$ cat config.mk
export PLATFORM = sky130hd
export DESIGN_NAME = add_round_key_stage
export DESIGN_NICKNAME = d
export VERILOG_FILES = /design/src/rtl/add_round_key_stage_pkg.sv /design/src/rtl/add_round_key_stage_ark_xor.sv /design/src/rtl/add_round_key_stage.sv
export SDC_FILE = /design/constraint.sdc
export NUM_CORES = 1
export LEC_CHECK = 0
export CORE_AREA = 2 2 205 207
export CTS_CLUSTER_DIAMETER = 150
export DETAILED_ROUTE_END_ITERATION = 8
export DIE_AREA = 0 0 207 209
export MAX_ROUTING_LAYER = met4
export SLEW_MARGIN = 5
export SYNTH_ARGS = -nofsm -noshare
export SYNTH_HDL_FRONTEND = slang
export SYNTH_HIERARCHICAL = 1
export SYNTH_SLANG_ARGS = --single-unit
$ cat constraint.sdc
create_clock -name clk -period 4.3 [get_ports clk]
set_clock_uncertainty 0.15 [all_clocks]
set_input_delay 1.075 -clock clk [delete_from_list [all_inputs] [get_ports clk]]
set_output_delay 1.075 -clock clk [all_outputs]
set_load 0.01 [all_outputs]
$ cat src/rtl/add_round_key_stage_pkg.sv
// Shared AES parameters and payload types for the AddRoundKey pipeline stage.
package add_round_key_stage_pkg;

  localparam int unsigned DATA_WIDTH = 32;
  localparam int unsigned NUM_ROUNDS = 10;
  localparam int unsigned ROUND_W    = $clog2(NUM_ROUNDS + 1);
  localparam int unsigned NUM_COLS   = 4;

  typedef logic [NUM_COLS-1:0][DATA_WIDTH-1:0] state_cols_t;

  typedef struct packed {
    logic [ROUND_W-1:0] round;
    logic               last;
    state_cols_t        ark;
  } ark_entry_t;

  typedef enum logic [1:0] {
    ST_EMPTY = 2'd0,
    ST_ONE   = 2'd1,
    ST_FULL  = 2'd2
  } skid_state_e;

endpackage

$ cat src/rtl/add_round_key_stage_ark_xor.sv
// Combinational column select (MixColumns vs ShiftRows) followed by round-key XOR.
module ark_xor
  import add_round_key_stage_pkg::*;
(
  input  logic        sel_last,
  input  state_cols_t mc,
  input  state_cols_t sr,
  input  state_cols_t key,
  output state_cols_t ark_c
);

  always_comb begin
    ark_c = '0;
    for (int unsigned i = 0; i < NUM_COLS; i++) begin
      ark_c[i] = (sel_last ? sr[i] : mc[i]) ^ key[i];
    end
  end

endmodule

$ cat src/rtl/add_round_key_stage.sv
// AddRoundKey stage with a two-entry skid buffer; in_ready is registered so
// out_ready never reaches the upstream handshake combinationally.
module add_round_key_stage
  import add_round_key_stage_pkg::*;
#(
  parameter int unsigned DATA_WIDTH = add_round_key_stage_pkg::DATA_WIDTH
) (
  input  logic                  clk,
  input  logic                  rst_n,
  input  logic                  in_valid,
  output logic                  in_ready,
  input  logic                  in_last,
  input  logic [DATA_WIDTH-1:0] in_mc0,
  input  logic [DATA_WIDTH-1:0] in_mc1,
  input  logic [DATA_WIDTH-1:0] in_mc2,
  input  logic [DATA_WIDTH-1:0] in_mc3,
  input  logic [DATA_WIDTH-1:0] in_sr0,
  input  logic [DATA_WIDTH-1:0] in_sr1,
  input  logic [DATA_WIDTH-1:0] in_sr2,
  input  logic [DATA_WIDTH-1:0] in_sr3,
  input  logic [DATA_WIDTH-1:0] in_key0,
  input  logic [DATA_WIDTH-1:0] in_key1,
  input  logic [DATA_WIDTH-1:0] in_key2,
  input  logic [DATA_WIDTH-1:0] in_key3,
  input  logic [ROUND_W-1:0]    in_round,
  output logic                  out_valid,
  input  logic                  out_ready,
  output logic [DATA_WIDTH-1:0] out_ark0,
  output logic [DATA_WIDTH-1:0] out_ark1,
  output logic [DATA_WIDTH-1:0] out_ark2,
  output logic [DATA_WIDTH-1:0] out_ark3,
  output logic [ROUND_W-1:0]    out_round,
  output logic                  out_last
);

  skid_state_e state_q, state_d;
  logic        in_ready_q;
  logic        out_valid_q;
  ark_entry_t  main_q, skid_q;
  ark_entry_t  new_entry;
  state_cols_t ark_c;
  logic        accept;
  logic        load_main_new, load_main_skid, load_skid;

  ark_xor u_ark_xor (
    .sel_last (in_last),
    .mc       ({in_mc3, in_mc2, in_mc1, in_mc0}),
    .sr       ({in_sr3, in_sr2, in_sr1, in_sr0}),
    .key      ({in_key3, in_key2, in_key1, in_key0}),
    .ark_c    (ark_c)
  );

  assign accept    = in_valid && in_ready_q;
  assign new_entry = '{round: in_round, last: in_last, ark: ark_c};

  // Next-state and register-load selection
  always_comb begin
    state_d        = state_q;
    load_main_new  = 1'b0;
    load_main_skid = 1'b0;
    load_skid      = 1'b0;
    case (state_q)
      ST_EMPTY: begin
        if (accept) begin
          state_d       = ST_ONE;
          load_main_new = 1'b1;
        end
      end
      ST_ONE: begin
        if (accept && out_ready) begin
          load_main_new = 1'b1;
        end else if (accept) begin
          state_d   = ST_FULL;
          load_skid = 1'b1;
        end else if (out_ready) begin
          state_d = ST_EMPTY;
        end
      end
      ST_FULL: begin
        if (out_ready) begin
          state_d        = ST_ONE;
          load_main_skid = 1'b1;
        end
      end
      default: state_d = ST_EMPTY;
    endcase
  end

  always_ff @(posedge clk or negedge rst_n) begin
    if (!rst_n) begin
      state_q     <= ST_EMPTY;
      in_ready_q  <= 1'b0;
      out_valid_q <= 1'b0;
      main_q      <= '0;
      skid_q      <= '0;
    end else begin
      state_q     <= state_d;
      in_ready_q  <= (state_d != ST_FULL);
      out_valid_q <= (state_d != ST_EMPTY);
      if (load_main_new) begin
        main_q <= new_entry;
      end else if (load_main_skid) begin
        main_q <= skid_q;
      end
      if (load_skid) begin
        skid_q <= new_entry;
      end
    end
  end

  assign in_ready  = in_ready_q;
  assign out_valid = out_valid_q;
  assign out_ark0  = main_q.ark[0];
  assign out_ark1  = main_q.ark[1];
  assign out_ark2  = main_q.ark[2];
  assign out_ark3  = main_q.ark[3];
  assign out_round = main_q.round;
  assign out_last  = main_q.last;

endmodule

==> flow_metrics.tcl <==
set metrics [dict create \
    status "finished clean" \
    crit_arrival_ns 3.11 \
    relSlewSlack 0.445 \
    min_period_ns 2.84 \
    final_max_slew_viol_count 0 \
    end_kind "register" \
    synth-edff-count 0 \
    coreArea_um2 41300 \
    postCtsSetupBuffers 0 \
    p_leak_uw 0.00843 \
    overflow 0 \
    synth.avg_cell_area_um2 13.4 \
    fillers 3740 \
    synthFlopType "dfrtp_1" \
    grt_pass1_wl_um 62900 \
    synth_top_area_frac 0.498 \
    die-height_um 209 \
    postRouteAntennaNets 0 \
    max_cap_viol_count 0 \
    register_area_um2 6760 \
    hold_viol 0 \
    path_clk_slew_ns 0.05 \
    yosysTopAreaCell "dfrtp_1" \
    drive_above_1_share 0.103 \
    synth-seq-area-share 0.498 \
    antenna_found_initial 1 \
    grt_max_degree 134 \
    critPathRequiredTime_ns 4.57 \
    wl_per_cell_um 19.3 \
    hold_path_class "reg -> reg" \
    netlist_area_um2 13600 \
    synth_area_leaders "dfrtp_1 (50%), a221o_1 (9.8%), mux2i_1 (9.4%), xnor2_1 (8.3%), mux2_2 (7.1%)" \
    avgViaCountPerCell 4.84 \
    post-route-period-util 0.659 \
    ios 528 \
    fin_total_pwr_uw 11600 \
    drt_first_pass_iters 7 \
    multi_input_area_um2 6210 \
    fin_hold_ws_ns 0.329 \
    drtIter0Drc 473 \
    postLayoutSetupSlackWorst_ns 1.46 \
    cts-root-buf "clkbuf_16" \
    rrSetupSlack_ns 2.06 \
    synth_seq_cells 270 \
    drcViolationCount 0 \
    crit_fanout 66 \
    yosysWarnings 6 \
    power_density_nw_per_um2 574 \
    initial_core_util 0.328 \
    cts.sinks 270 \
    synth_cell_types 26 \
    setup_tns_ns 0 \
    globalplace.congestion 0.789 \
    start_kind "primary input" \
    htreeDepth 1 \
    clk_path_buf_depth 3 \
    rsz0062_at_grt "false" \
    fmax_mhz 353 \
    syn_to_final_growth_pct 48.9 \
    holdBufCountCts 0 \
    dp_hpwl_um 28200 \
    clock_latency_ns 0.55 \
    postSynthCellCount 1013 \
    crit_type "in -> reg" \
    die-area_um2 43300 \
    routed_wirelength_um 40100 \
    fp-row-count 75 \
    grt_usage 0.187 \
    grt_pass1_vias 10700 \
    pre_cts_ws_ns 0.914 \
    num_vias 10100 \
    portBuffers 527 \
    setup_viol 0 \
    cts-buffers-inserted 30 \
    cts_tree "built" \
    worst_slew_pin_slew_ns 0.833 \
    syn-num-nets 1406 \
    finalNetCount 1912 \
    die_x_um 207 \
    peakVddDrop_mv 0.343 \
    async_flop_share 1.00 \
    cts_resized 0 \
]
-- synthesized netlist by cell type, types with 2 or more instances --
library cell / number
dfrtp_1: 270
a221o_1: 133
and2_1: 133
mux2i_1: 128
xnor2_1: 128
mux2_2: 86
mux2_1: 48
buf_2: 29
buf_12: 13
buf_4: 9
buf_6: 8
clkbuf_1: 8
buf_1: 4
nand2_1: 2
nand2b_1: 2
o21ai_0: 2
-- per-layer routing --
layer  GRT usage  up-vias  wire length (um)
met4      0.0394        0               628
met2       0.309      373             19600
met5           -        -                 0
met3      0.0518       42              3320
met1       0.230     4921             16600
li1            -     4725                 -
-- placed cells by master, fill, tap and decap left out, types with 2 or more instances in the layout --
| master | instances |
|---|---|
| clkbuf_1 | 7 |
| clkinv_2 | 3 |
| buf_12 | 7 |
| dfrtp_1 | 270 |
| buf_4 | 11 |
| clkbuf_16 | 31 |
| clkbuf_8 | 7 |
| nand2_1 | 2 |
| xnor2_1 | 128 |
| o21ai_0 | 2 |
| clkdlybuf4s50_1 | 525 |
| bufinv_16 | 4 |
| mux2i_1 | 128 |
| nand2b_1 | 2 |
| a221o_1 | 133 |
| mux2_1 | 48 |
| mux2_2 | 86 |
| and2_1 | 133 |
-- path summary, 6_finish.rpt --
kind	cells past startpoint	endpoint	startpoint
max reg2reg	4	skid_q[35]	in_ready
min reg2reg	1	skid_q[50]	skid_q[50]
max in group asynchronous	2	out_ark3[12]	rst_n
max	5	skid_q[35]	out_ready
min	1	skid_q[50]	skid_q[50]
min in group asynchronous	1	out_ark3[22]	rst_n
-- logic make-up after synthesis --
family	Yosys count	share of synthesized area
AOI/OAI and AO/OA	139	0.102
xor gates and xnor gates	128	0.0827
buffers and inverters	71	0.0448
DFF	270	0.498
muxes	262	0.206
and+or+nand+nor	143	0.0668
-- critical path: stages --
cell	delay, ns
clkdlybuf4s50_1	0.57
and2b_4	0.26
nand2_8	0.43
buf_4	0.36
mux2_2	0.36
-- report_power, final --
part / internal (uW) / total [uW] / switching (uW)
clock network: 1670 / 2700 / 1030
registers: 3800 / 4440 / 634
logic: 2620 / 4460 / 1840
-- cell type report --
class	instances	share of cell area
tap	539	0.0334
multi-input combinational	672	0.308
sequential	270	0.335
antenna	1	0.000124
timing repair buffer	545	0.273
clock inverter	8	0.00713
clock buffer	45	0.0445
-- sequential cells by signal (all words and copies together) (netlist names) --
| name | cells |
|---|---|
| in_ready | 1 |
| out_ark0 | 32 |
| out_ark1 | 32 |
| out_ark2 | 32 |
| out_ark3 | 32 |
| out_last | 1 |
| out_round | 4 |
| out_valid | 1 |
| skid_q | 133 |
| state_q | 2 |
-- stage by stage --
step,instance area (um^2),instances,util
6_report,20200,2080,0.489
2_1_floorplan,13600,1013,-
3_5_place_dp,19100,2026,0.464
4_1_cts,20200,2079,0.489
5_1_grt,20200,2080,0.489
3_3_place_gp,19100,2026,0.464
Note: power is estimated with default switching activity, not from simulation.
